==> config.mk <==
export PLATFORM = sky130hd
export DESIGN_NAME = fpu_addsub_p
export DESIGN_NICKNAME = d
export VERILOG_FILES = /design/src/rtl/fpu_addsub_p.sv
export SDC_FILE = /design/constraint.sdc
export NUM_CORES = 1
export LEC_CHECK = 0
export CAP_MARGIN = 5
export CELL_PAD_IN_SITES_DETAIL_PLACEMENT = 1
export CELL_PAD_IN_SITES_GLOBAL_PLACEMENT = 2
export CORE_ASPECT_RATIO = 0.7
export CORE_MARGIN = 2
export CORE_UTILIZATION = 38
export DETAILED_ROUTE_END_ITERATION = 8
export GPL_TIMING_DRIVEN = 1
export PLACE_DENSITY = 0.83
export SKIP_CTS_REPAIR_TIMING = 1
export SLEW_MARGIN = 40
export SYNTH_ARGS = -nofsm -noshare
export SYNTH_HDL_FRONTEND = slang
export SYNTH_SLANG_ARGS = --single-unit
==> constraint.sdc <==
create_clock -name clock100KHz -period 8.9 [get_ports clock100KHz]
set_input_delay 2.225 -clock clock100KHz [delete_from_list [all_inputs] [get_ports clock100KHz]]
set_output_delay 2.225 -clock clock100KHz [all_outputs]
set_load 0.02 [all_outputs]
==> src/rtl/fpu_addsub_p.sv <==
// fpu_addsub_p: sequential floating-point adder/subtractor with a start/done handshake.
//   Word format {sign, exp[EXP_W-1:0], frac[MAN_W-1:0]}. Exponent 0 encodes zero and
//   all-ones encodes overflow. Rounding is round-to-nearest-even, and underflow is
//   flushed to zero.
// Ports:
//   clock100KHz  rising-edge clock
//   reset        synchronous, active-high
//   start        request, sampled only while idle
//   op_sub       0 = A+B, 1 = A-B (captured with the operands)
//   op_A_in      operand A
//   op_B_in      operand B
//   busy         high in every state except idle
//   done         one-cycle pulse when a result is written
//   data_out     result, held until the next done
//   status_out   one-hot: 0001 exact, 0010 inexact, 0100 overflow, 1000 underflow
module fpu_addsub_p #(
  parameter int unsigned EXP_W = 6,
  parameter int unsigned MAN_W = 25,
  localparam int unsigned W = 1 + EXP_W + MAN_W
) (
  input  logic         clock100KHz,
  input  logic         reset,
  input  logic         start,
  input  logic         op_sub,
  input  logic [W-1:0] op_A_in,
  input  logic [W-1:0] op_B_in,
  output logic         busy,
  output logic         done,
  output logic [W-1:0] data_out,
  output logic [3:0]   status_out
);

  localparam int unsigned XW = MAN_W + 4;  // hidden + frac + G,R,S
  localparam int unsigned SW = MAN_W + 5;  // XW plus carry
  localparam logic [EXP_W-1:0] MAX_SH  = EXP_W'(MAN_W + 3);
  localparam logic [EXP_W:0]   EXP_MAX = {1'b0, {EXP_W{1'b1}}};
  localparam logic [EXP_W:0]   EXP_ONE = {{EXP_W{1'b0}}, 1'b1};

  typedef enum logic [2:0] {StIdle, StAlign, StAddSub, StNorm, StRound, StFinal} state_e;

  state_e           state_q;
  logic [W-1:0]     a_q, b_q;  // b_q holds B with its sign already inverted for subtract
  logic [XW-1:0]    sig_big_q, sig_small_q;
  logic             sign_big_q, sign_small_q, sign_q;
  logic [EXP_W:0]   exp_q;  // one extra bit so increments past all-ones never wrap
  logic [SW-1:0]    sum_q;
  logic [MAN_W-1:0] frac_q;
  logic             unf_q, ovf_in_q, ovf_sign_q, inexact_q;
  logic             done_q;
  logic [W-1:0]     data_q;
  logic [3:0]       status_q;

  // Operand fields
  logic             a_sign, b_sign;
  logic [EXP_W-1:0] a_exp, b_exp;
  logic [MAN_W:0]   a_sig, b_sig;

  assign a_sign = a_q[W-1];
  assign b_sign = b_q[W-1];
  assign a_exp  = a_q[W-2 -: EXP_W];
  assign b_exp  = b_q[W-2 -: EXP_W];
  assign a_sig  = (a_exp != '0) ? {1'b1, a_q[MAN_W-1:0]} : '0;
  assign b_sig  = (b_exp != '0) ? {1'b1, b_q[MAN_W-1:0]} : '0;

  // Alignment: the operand with the larger exponent is kept, the other is shifted right
  // with every bit that falls past S folded into S.
  logic             a_big;
  logic [EXP_W-1:0] exp_big, exp_diff;
  logic [MAN_W:0]   sig_small;
  logic [XW-1:0]    small_ext, small_shift, lost_mask;

  always_comb begin
    a_big     = (a_exp >= b_exp);
    exp_big   = a_big ? a_exp : b_exp;
    exp_diff  = a_big ? (a_exp - b_exp) : (b_exp - a_exp);
    sig_small = a_big ? b_sig : a_sig;
    small_ext = {sig_small, 3'b000};
    lost_mask = ~({XW{1'b1}} << exp_diff);
    if (exp_diff > MAX_SH) begin
      small_shift    = '0;
      small_shift[0] = |sig_small;
    end else begin
      small_shift    = small_ext >> exp_diff;
      small_shift[0] = small_shift[0] | (|(small_ext & lost_mask));
    end
  end

  // Round to nearest even on the normalised significand.
  logic [MAN_W:0]   mant;
  logic             round_up;
  logic [MAN_W+1:0] mant_rnd;

  always_comb begin
    mant     = sum_q[SW-2:3];
    round_up = sum_q[2] & (sum_q[1] | sum_q[0] | sum_q[3]);
    mant_rnd = {1'b0, mant} + {{(MAN_W + 1){1'b0}}, round_up};
  end

  always_ff @(posedge clock100KHz) begin
    if (reset) begin
      state_q      <= StIdle;
      a_q          <= '0;
      b_q          <= '0;
      sig_big_q    <= '0;
      sig_small_q  <= '0;
      sign_big_q   <= 1'b0;
      sign_small_q <= 1'b0;
      sign_q       <= 1'b0;
      exp_q        <= '0;
      sum_q        <= '0;
      frac_q       <= '0;
      unf_q        <= 1'b0;
      ovf_in_q     <= 1'b0;
      ovf_sign_q   <= 1'b0;
      inexact_q    <= 1'b0;
      done_q       <= 1'b0;
      data_q       <= '0;
      status_q     <= '0;
    end else begin
      done_q <= 1'b0;
      unique case (state_q)
        StIdle: begin
          if (start) begin
            a_q     <= op_A_in;
            b_q     <= {op_B_in[W-1] ^ op_sub, op_B_in[W-2:0]};
            state_q <= StAlign;
          end
        end
        StAlign: begin
          exp_q        <= {1'b0, exp_big};
          sig_big_q    <= {(a_big ? a_sig : b_sig), 3'b000};
          sig_small_q  <= small_shift;
          sign_big_q   <= a_big ? a_sign : b_sign;
          sign_small_q <= a_big ? b_sign : a_sign;
          ovf_in_q     <= (a_exp == '1) | (b_exp == '1);
          ovf_sign_q   <= (a_exp == '1) ? a_sign : b_sign;
          unf_q        <= 1'b0;
          state_q      <= StAddSub;
        end
        StAddSub: begin
          // With equal exponents the "small" operand can be the larger magnitude.
          if (sign_big_q == sign_small_q) begin
            sum_q  <= {1'b0, sig_big_q} + {1'b0, sig_small_q};
            sign_q <= sign_big_q;
          end else if (sig_big_q >= sig_small_q) begin
            sum_q  <= {1'b0, sig_big_q - sig_small_q};
            sign_q <= sign_big_q;
          end else begin
            sum_q  <= {1'b0, sig_small_q - sig_big_q};
            sign_q <= sign_small_q;
          end
          state_q <= StNorm;
        end
        StNorm: begin
          if (sum_q == '0) begin
            sign_q  <= 1'b0;
            exp_q   <= '0;
            state_q <= StRound;
          end else if (sum_q[SW-1]) begin
            sum_q <= {1'b0, sum_q[SW-1:2], sum_q[1] | sum_q[0]};
            exp_q <= exp_q + 1'b1;
          end else if (!sum_q[SW-2]) begin
            if (exp_q == EXP_ONE) begin
              sum_q   <= '0;
              exp_q   <= '0;
              sign_q  <= 1'b0;
              unf_q   <= 1'b1;
              state_q <= StRound;
            end else begin
              sum_q <= sum_q << 1;
              exp_q <= exp_q - 1'b1;
            end
          end else begin
            state_q <= StRound;
          end
        end
        StRound: begin
          inexact_q <= |sum_q[2:0];
          if (mant_rnd[MAN_W+1]) begin
            frac_q <= mant_rnd[MAN_W:1];
            exp_q  <= exp_q + 1'b1;
          end else begin
            frac_q <= mant_rnd[MAN_W-1:0];
          end
          state_q <= StFinal;
        end
        StFinal: begin
          if (ovf_in_q || (exp_q >= EXP_MAX)) begin
            data_q   <= {(ovf_in_q ? ovf_sign_q : sign_q), {EXP_W{1'b1}}, {MAN_W{1'b0}}};
            status_q <= 4'b0100;
          end else if (unf_q) begin
            data_q   <= '0;
            status_q <= 4'b1000;
          end else begin
            data_q   <= {sign_q, exp_q[EXP_W-1:0], frac_q};
            status_q <= inexact_q ? 4'b0010 : 4'b0001;
          end
          done_q  <= 1'b1;
          state_q <= StIdle;
        end
        default: state_q <= StIdle;
      endcase
    end
  end

  assign busy       = (state_q != StIdle);
  assign done       = done_q;
  assign data_out   = data_q;
  assign status_out = status_q;

endmodule

Word-level counts from Yosys, hierarchy flattened

Index checks and enable logic that the tools add are counted.

Magnitude comparators: 4
Bitwise logic cells: 8
Add/subtract/negate cells: 8
Reductions and logical operators: 19
Mux-type cells: 49
Equal/unequal tests: 21
Shifts and indexed selects: 2

Operators by type and width:

| operator                                                            | count |
|---|---|
| 29-bit two-way mux                                                  | 5 |
| 26-bit two-way mux                                                  | 4 |
| 32-bit two-way mux                                                  | 2 |
| 30-bit two-way mux                                                  | 2 |
| 30-bit case mux with 2 select lines                                 | 1 |
| 29-bit subtractor                                                   | 2 |
| 7-bit two-way mux                                                   | 5 |
| 29-bit by 29-bit adder with 30-bit output                           | 1 |
| 30-bit logical NOT                                                  | 1 |
| 29-bit bitwise AND                                                  | 1 |
| 29-bit >= comparator                                                | 1 |
| 29-bit inverter                                                     | 1 |
| 29-bit OR reduction                                                 | 1 |
| 29-bit by 6-bit left shift with 29-bit output, first input constant | 1 |
| 29-bit by 6-bit >> shifter with 29-bit output                       | 1 |
| 26-bit by 1-bit adder with 27-bit output                            | 1 |
| 26-bit OR reduction                                                 | 1 |
| 25-bit two-way mux                                                  | 1 |
| 7-bit case mux with 3 select lines                                  | 1 |
| 1-bit two-way mux                                                   | 15 |
| 3-bit two-way mux                                                   | 5 |
| 3-bit case mux with 5 select lines                                  | 1 |
| 6-bit == test, second input constant                                | 2 |
| 6-bit two-way mux                                                   | 2 |
| other kinds (30)                                                    | 53 |

Bits in registers: 228

Longest topological paths before layout

Gate-level depths: netlist of the first run.

Word-level depth: 8
Gate-level depth with buffers: 19

Worst setup path after synthesis of the first run

No wires, ideal clock.

Path type: reg2reg
From: register a_q[25]
To: register sig_small_q[0]
Library setup time: 0.115 ns
Setup slack: 5.426 ns
Stages on the path, launching flop included: 16
Data arrival time: 3.359 ns
Cells stage by stage: dfxtp_1 inv_1 ha_1 inv_1 fa_1 a21o_1 a21oi_1 a21o_1 buf_4 mux2i_1 xor2_2 mux2_2 mux2_2 a311oi_1 mux2i_1 o21a_1

Word-level cells in the longest chain between the ends: 8
Elaborated cells on any way between the ends: 16
Classes of those cells: add/sub: 2; order compare: 2; shift: 2; mux: 4; bitwise: 3; reduce/logical: 3

RTL lines:

| element                                                        | RTL line | text |
|---|---|---|
| start, declared                                                | 42       | `logic [W-1:0] a_q, b_q;` |
| start signal, assigned                                         | 124      | `a_q <= op_A_in;` |
| 6-bit subtractor / 6-bit >= comparator (equally long branches) | 75, 73   |  |
| 6-bit two-way mux                                              | 75       | `exp_diff = a_big ? (a_exp - b_exp) : (b_exp - a_exp);` |
| 29-bit by 6-bit left shift with 29-bit output                  | 78       | `lost_mask = ~({XW{1'b1}} << exp_diff);` |
| 29-bit inverter                                                | 78       |  |
| 29-bit bitwise AND                                             | 84       | `small_shift[0] = small_shift[0] \| (\|(small_ext & lost_mask));` |
| 29-bit OR reduction                                            | 84       |  |
| 1-bit bitwise OR                                               | 84       |  |
| 29-bit two-way mux *                                           | 79       | `if (exp_diff > MAX_SH) begin` |
| end signal, assigned                                           | 132      | `sig_small_q <= small_shift;` |
| end, declared                                                  | 43       | `logic [XW-1:0] sig_big_q, sig_small_q;` |

Mark *: on every way between the ends. The rest lies on a longest branch, timed or not.
A chain may end at the register's enable or synchronous reset.

Final worst setup path of the first run

Same ends and word-level chain as after synthesis.

==> results of run 1 <==
## cells by family after synthesis
| logic type | count (synthesis) | synth area share |
|---|---|---|
| flip-flops | 228 | 0.277 |
| multiplexers | 103 | 0.0650 |
| AND/OR/NAND/NOR | 775 | 0.209 |
| AO/OA/AOI/OAI | 688 | 0.275 |
| XOR/XNOR | 54 | 0.0291 |
| buffers and inverters | 285 | 0.0701 |
| adder cells (fa/ha/maj) | 96 | 0.0747 |
## worst reg2reg max path, cell delays in order, from the launching register on
cell       delay [ps]
dfxtp_1           420
inv_1              70
ha_1              290
buf_4             300
and4_1            280
nor3_1            380
a21o_2            210
buf_4             610
mux2i_1           500
xnor2_2           150
buf_4             350
mux2i_1           250
o2bb2ai_1         180
mux2_2            340
a311oi_1          230
mux2i_1           140
o21a_1            200
## area by class of cell
class	instances	area, um^2	area share
Clock buffer	30	717	0.0381
Multi-Input combinational cell	1716	10900	0.579
Inverter	103	387	0.0206
Clock inverter	18	194	0.0103
Tap cell	552	691	0.0367
Timing Repair Buffer	147	1370	0.0728
Sequential cell	228	4560	0.243
## per-stage QoR
step                hold WS [ps]  setup slack [ps]  utilization  area (um^2)  total power, uW
finish                       459              3890        0.442        18800             4770
global route                 495              3420        0.442        18800             5050
CTS                          461              3860        0.441        18800             4740
detailed placement           452              3910        0.420        17900             3550
global placement             444              4160        0.418        17800             3500
floorplan                    432              5430            -        16500             2820
## cells in the mapped netlist, types with 9 or more instances
master    number
nand2_1      269
nor2_1       245
dfxtp_1      228
a21oi_1      219
clkbuf_1     132
inv_1        103
ha_1          92
o21ai_0       87
nor3_1        76
a211oi_1      75
mux2i_1       70
nand3_1       62
a22oi_1       45
a221oi_1      43
a31oi_1       36
xnor2_1       34
mux2_2        33
buf_2         29
nand4_1       24
a21o_1        22
o211ai_1      21
o21bai_1      21
and3_1        19
xor2_1        19
a222oi_1      17
a311oi_1      16
o31ai_1       13
nor4_1        12
or3_1         12
buf_1         11
nand2b_1      11
o21a_1        11
nand3b_1      10
o22ai_1       10
and2_1         9
## sequential cells by signal (all words and copies together), names as in the netlist, 3 cells and up
name	cells
sig_small_q	29
frac_q	25
a_q	32
state_q	3
b_q	32
sig_big_q	26
exp_q	7
sum_q	30
status_out	4
data_out	32
## routing by layer
layer	part of all wire	vias to the layer above
met4	0.018	0
li1	-	8047
met1	0.52	8397
met3	0.072	67
met2	0.39	504
met5	0	-
## power groups by stage
stage | Sequential [uW] | Clock, uW | Combinational, uW
after global routing | 1280 | 1240 | 2530
after detailed placement | 1280 | 0 | 2270
after CTS | 1260 | 1200 | 2280
final | 1270 | 1170 | 2330
after global placement | 1280 | 0 | 2220
after floorplan | 1200 | 0 | 1630
## how the worst max path moves through the flow
stage	start	end	slack, ps	cells past startpoint
2_1_floorplan	a_q[25]$_SDFFE_PP0P_	sig_small_q[0]$_SDFFE_PP0N_	5430	15
3_3_place_gp	a_q[25]$_SDFFE_PP0P_	sig_small_q[0]$_SDFFE_PP0N_	4160	16
3_5_place_dp	a_q[25]$_SDFFE_PP0P_	sig_small_q[0]$_SDFFE_PP0N_	3910	16
4_1_cts	a_q[25]$_SDFFE_PP0P_	sig_small_q[0]$_SDFFE_PP0N_	3860	16
5_1_grt	a_q[25]$_SDFFE_PP0P_	sig_small_q[0]$_SDFFE_PP0N_	3420	16
6_report	a_q[25]$_SDFFE_PP0P_	sig_small_q[0]$_SDFFE_PP0N_	3890	16
## cell usage in the layout, fill, tap and decap left out, drive strengths merged, types with 10 or more instances in the layout
| cell | netlist | routed |
|---|---|---|
| a222oi | 17 | 17 |
| clkdlybuf4s50 | 0 | 104 |
| a21o | 22 | 22 |
| ha | 92 | 92 |
| inv | 103 | 108 |
| o211ai | 21 | 21 |
| and3 | 19 | 19 |
| xor2 | 20 | 20 |
| mux2i | 70 | 70 |
| mux2 | 33 | 33 |
| or3 | 12 | 12 |
| o31ai | 13 | 13 |
| a21oi | 220 | 220 |
| o21ai | 89 | 89 |
| xnor2 | 34 | 34 |
| o21a | 11 | 11 |
| nand2 | 269 | 269 |
| buf | 49 | 41 |
| a31oi | 36 | 36 |
| nor3 | 78 | 78 |
| a22oi | 45 | 45 |
| o22ai | 10 | 10 |
| nor2 | 245 | 245 |
| nand3 | 62 | 62 |
| o21bai | 21 | 21 |
| nand3b | 10 | 10 |
| nor4 | 12 | 12 |
| a311oi | 17 | 17 |
| dfxtp | 228 | 228 |
| nand2b | 11 | 11 |
| a221oi | 44 | 44 |
| clkbuf | 133 | 32 |
| nand4 | 24 | 24 |
| a211oi | 75 | 75 |
==> impl_metrics.toml, run 1 <==
[status]
status = "complete, no violations"

[hold_path]
worstHoldStart = "frac_q[1]$_SDFFE_PP0P_"
hp-class = "flip-flop to flip-flop"
worstHoldEndpoint = "frac_q[1]$_SDFFE_PP0P_"
holdPathStages = 2

[pwr]
p_sw_uw = 2200
power_frac_comb = 0.488
pwr-share-clk = 0.246
power_frac_seq = 0.266
irDropWorstVdd_uv = 169
p_int_uw = 2570
p_per_area_nw_per_um2 = 254
p_leak_uw = 0.00706
switching_share = 0.461

[floorplan]
rows = 63
ios = 106
dieWidth_um = 253
die_y_um = 178
initial_core_util = 0.387
core_um2 = 42600
die-area_um2 = 45100

[cells_and_area]
final-instance-count-excl-fill = 2794
antennaDiodeCount = 0
drive_gt1_frac = 0.0700
fillers = 5180
nets = 2387
area_growth_pct = 14.1

[critical_path]
r2r_cells = 16
startpoint_type = "flip-flop"
slowest_delay_ps = 610
criticalPathCategory = "flip-flop to flip-flop"
crit_path_end_kind = "flip-flop"
r2r_end = "sig_small_q[0]$_SDFFE_PP0N_"
path_max_fanout = 77
cp_data_arrival_time_ps = 5470
rr_startpoint = "a_q[25]$_SDFFE_PP0P_"
crit_buf_inv = 4
required_ps = 9360
critical_path.slowest_cell = "buf_4"
cp_top_family = "buffers and inverters"
r2r_setup_slack_ps = 3890
cp_cell_sequence = "inv_1 -> ha_1 -> buf_4 -> and4_1 -> nor3_1 -> a21o_2 -> buf_4 -> mux2i_1 -> xnor2_2 -> buf_4 -> mux2i_1 -> o2bb2ai_1 -> mux2_2 -> a311oi_1 -> mux2i_1 -> o21a_1"

[flow_run]
cap_viol_max_count = 0

[logic_synthesis]
ys_warn_count = 0
synth_top_area_frac = 0.277
synth_cell_type_count = 73
syn_area_um2 = 16500
netlist_top_cells_area = "dfxtp_1 (28%), ha_1 (7.0%), a21oi_1 (6.6%)"
async_reset_ff_frac = 0
synth_fp_nets = 2393
ys_dominant_reg_cell = "dfxtp_1"
yosys.area.top_type = "dfxtp_1"
ys_ff_latch = 228
synth_edf_count = 0
postSynthAreaPerCell_um2 = 7.40
syn_inst = 2229
synth-seq-area-share = 0.277

[cts]
root_buffer = "clkbuf_16"
htreeDepth = 1
clock_sink_count = 228
cts_buffers = 27
cts_tree = "built"
cts_buffer_depth = 3
worstSkewPairLatency_ps = 570
clkSlewWorstSetupHoldPaths_ps = 60

[place]
numPlacedInstances = 2742
port_buffers = 105
dpl.hpwl_um = 50300
gp_congestion = 0.915

[route]
num_vias = 17015
wl_per_cell_um = 23.8
first_iter_violations = 1697
drc = 0
viasPerCell = 6.09
drt_pass1_iterations = 6
ant_nets = 0
wl_um = 66500

[grt]
grt_use_met2 = 0.405
grt_pass1_vias = 16871
use_met1 = 0.466
grt.total_usage = 0.295
gr-max-usage-layer = "met1"
antenna_found_initial = 0
grt_first_pass_wirelength_um = 104000
use_met3 = 0.0610
grt.overflow.total = 0
grt_start_max_net_pins = 105

[timing]
setup_violations = 0
finalHoldViolations = 0
skew_ps = 15.9
relSlewSlack = 0.380
tns_ps = 0
post-route-min-period_ps = 5010
timing.final.crit_share = 0.563
worst_slew_pin_slew_ps = 931
rsz0062_at_grt = "false"
max_freq_mhz = 200
slew_viol_final = 0
No activity file was read; power rests on OpenSTA's default activity.
==> inputs of run 2 (changes only) <==
--- a/config.mk
+++ b/config.mk
@@ -10,10 +10,10 @@
 export CELL_PAD_IN_SITES_GLOBAL_PLACEMENT = 2
 export CORE_ASPECT_RATIO = 0.7
 export CORE_MARGIN = 2
-export CORE_UTILIZATION = 38
+export CORE_UTILIZATION = 32
 export DETAILED_ROUTE_END_ITERATION = 8
 export GPL_TIMING_DRIVEN = 1
-export PLACE_DENSITY = 0.83
+export PLACE_DENSITY = 0.74
 export SKIP_CTS_REPAIR_TIMING = 1
 export SLEW_MARGIN = 40
 export SYNTH_ARGS = -nofsm -noshare
==> constraint.sdc (replaced) <==
create_clock -name clock100KHz -period 4 [get_ports clock100KHz]
set_input_delay 1 -clock clock100KHz [delete_from_list [all_inputs] [get_ports clock100KHz]]
set_output_delay 1 -clock clock100KHz [all_outputs]
set_load 0.02 [all_outputs]
==> impl_metrics.toml, run 2 (synthesis results as in run 1) <==
[status]
status = "complete, no violations"

[cts]
clock_sink_count = 228
cts_buffers = 27
htreeDepth = 1
worstSkewPairLatency_ps = 590
root_buffer = "clkbuf_16"
clkSlewWorstSetupHoldPaths_ps = 70
cts_buffer_depth = 3
cts_tree = "built"

[cells_and_area]
fin_area_um2 = 19700
drive_gt1_frac = 0.106
nets = 2476
final_common_cell = "nand2_1"
final-instance-count-excl-fill = 3005
final_cell_mix = "nand2_1 (268), nor2_1 (244), dfxtp_1 (226)"
area_growth_pct = 19.3

[route]
wl_per_cell_um = 22.9
first_iter_violations = 1544
drt_pass1_iterations = 6
viasPerCell = 5.86
ant_nets = 0
drc = 0
num_vias = 17609
wl_um = 68700

[critical_path]
crit_buf_inv = 3
worst-path-stages = 13
cp_cell_sequence = "inv_1 -> fa_1 -> a21o_1 -> a21oi_1 -> a21o_2 -> buf_12 -> buf_4 -> a31oi_1 -> a2111oi_1 -> a211oi_1 -> a31oi_1 -> a222oi_1 -> nor2_1"
crit_path_start = "b_q[26]$_SDFFE_PP0P_"
rr_startpoint = "b_q[26]$_SDFFE_PP0P_"
cp_data_arrival_time_ps = 4340
r2r_end = "sig_small_q[1]$_SDFFE_PP0N_"
r2r_setup_slack_ps = 170
cp_top_family = "compound AO/OA/AOI/OAI gates"
critical_path.slowest_cell = "a2111oi_1"
r2r_cells = 13
slowest_delay_ps = 820
required_ps = 4510
crit_path_frequent_cell = "a31oi_1"
path_max_fanout = 22
startpoint_type = "flip-flop"
criticalPathCategory = "flip-flop to flip-flop"
crit_path_end_kind = "flip-flop"

[timing]
timing.final.crit_share = 0.957
whs_ps = 464
post-route-min-period_ps = 3830
slew_viol_final = 0
max_freq_mhz = 261
tns_ps = 0
worst_slew_pin_slew_ps = 859
setup_violations = 0
relSlewSlack = 0.427
setup_ws_ps = 172
finalHoldViolations = 0
skew_ps = 25.8

[hold_path]
hp-class = "flip-flop to flip-flop"
worstHoldStart = "data_out[31]$_SDFFE_PP0P_"
worstHoldEndpoint = "data_out[31]$_SDFFE_PP0P_"
holdPathStages = 2

[floorplan]
die_y_um = 194
dieWidth_um = 275
core_um2 = 50900
ios = 106
initial_core_util = 0.324
die-area_um2 = 53400
rows = 69

[grt]
grt_start_max_net_pins = 67
grt_first_pass_wirelength_um = 106000
grt.total_usage = 0.252
antenna_found_initial = 0
grt_pass1_vias = 17221
grt.overflow.total = 0

[flow_run]
cap_viol_max_count = 0

[place]
dpl-instance-area_um2 = 18700
port_buffers = 105
pre_cts_ws_ps = 84.7
dpl.hpwl_um = 53100
numPlacedInstances = 2952
gp_congestion = 0.926

[pwr]
irDropWorstVdd_uv = 313
p_per_area_nw_per_um2 = 563
p_leak_uw = 0.00747
==> run 2: final cells by class <==
class                           instances  area, um^2
Fill cell                            6206       31200
Multi-Input combinational cell       1716       10900
Sequential cell                       228        4570
Timing Repair Buffer                  236        2100
Tap cell                              674         843
Clock buffer                           36         769
Inverter                              103         387
Clock inverter                         11        96.3
Antenna cell                            1        2.50
==> run 2: worst max-delay path by stage <==
stage,to
5_1_grt,sig_small_q[1]$_SDFFE_PP0N_
4_1_cts,sum_q[16]$_SDFFE_PP0P_
6_report,sig_small_q[1]$_SDFFE_PP0N_
2_1_floorplan,sig_small_q[0]$_SDFFE_PP0N_
3_5_place_dp,sum_q[16]$_SDFFE_PP0P_
3_3_place_gp,sig_small_q[1]$_SDFFE_PP0N_
==> run 2: power by group <==
group	switching, uW	internal (uW)	leakage [uW]
sequential	322	2470	0.00186
clock	1120	1370	0.000425
combinational	3600	2180	0.00519
==> run 2: metrics by stage <==
| step | util | total power, uW |
|---|---|---|
| 3_5_place_dp | 0.367 | 8360 |
| 2_1_floorplan | - | 6280 |
| 3_3_place_gp | 0.367 | 8300 |
| 5_1_grt | 0.387 | 11700 |
| 6_report | 0.387 | 11100 |
| 4_1_cts | 0.384 | 10900 |
==> run 2: worst register-to-register path, cell delays in order (launching register included) <==
cell and delay (ps):
dfxtp_1 430, inv_1 150, fa_1 470, a21o_1 190, a21oi_1 190, a21o_2 240
buf_12 190, buf_4 220, a31oi_1 260, a2111oi_1 820, a211oi_1 110, a31oi_1 250
a222oi_1 110, nor2_1 110
==> run 2: per-layer routing <==
| metal | part of all wire | global-route usage |
|---|---|---|
| met3 | 0.074 | 0.0473 |
| met4 | 0.019 | 0.0460 |
| met5 | 0 | 0 |
| met2 | 0.39 | 0.346 |
| met1 | 0.51 | 0.400 |
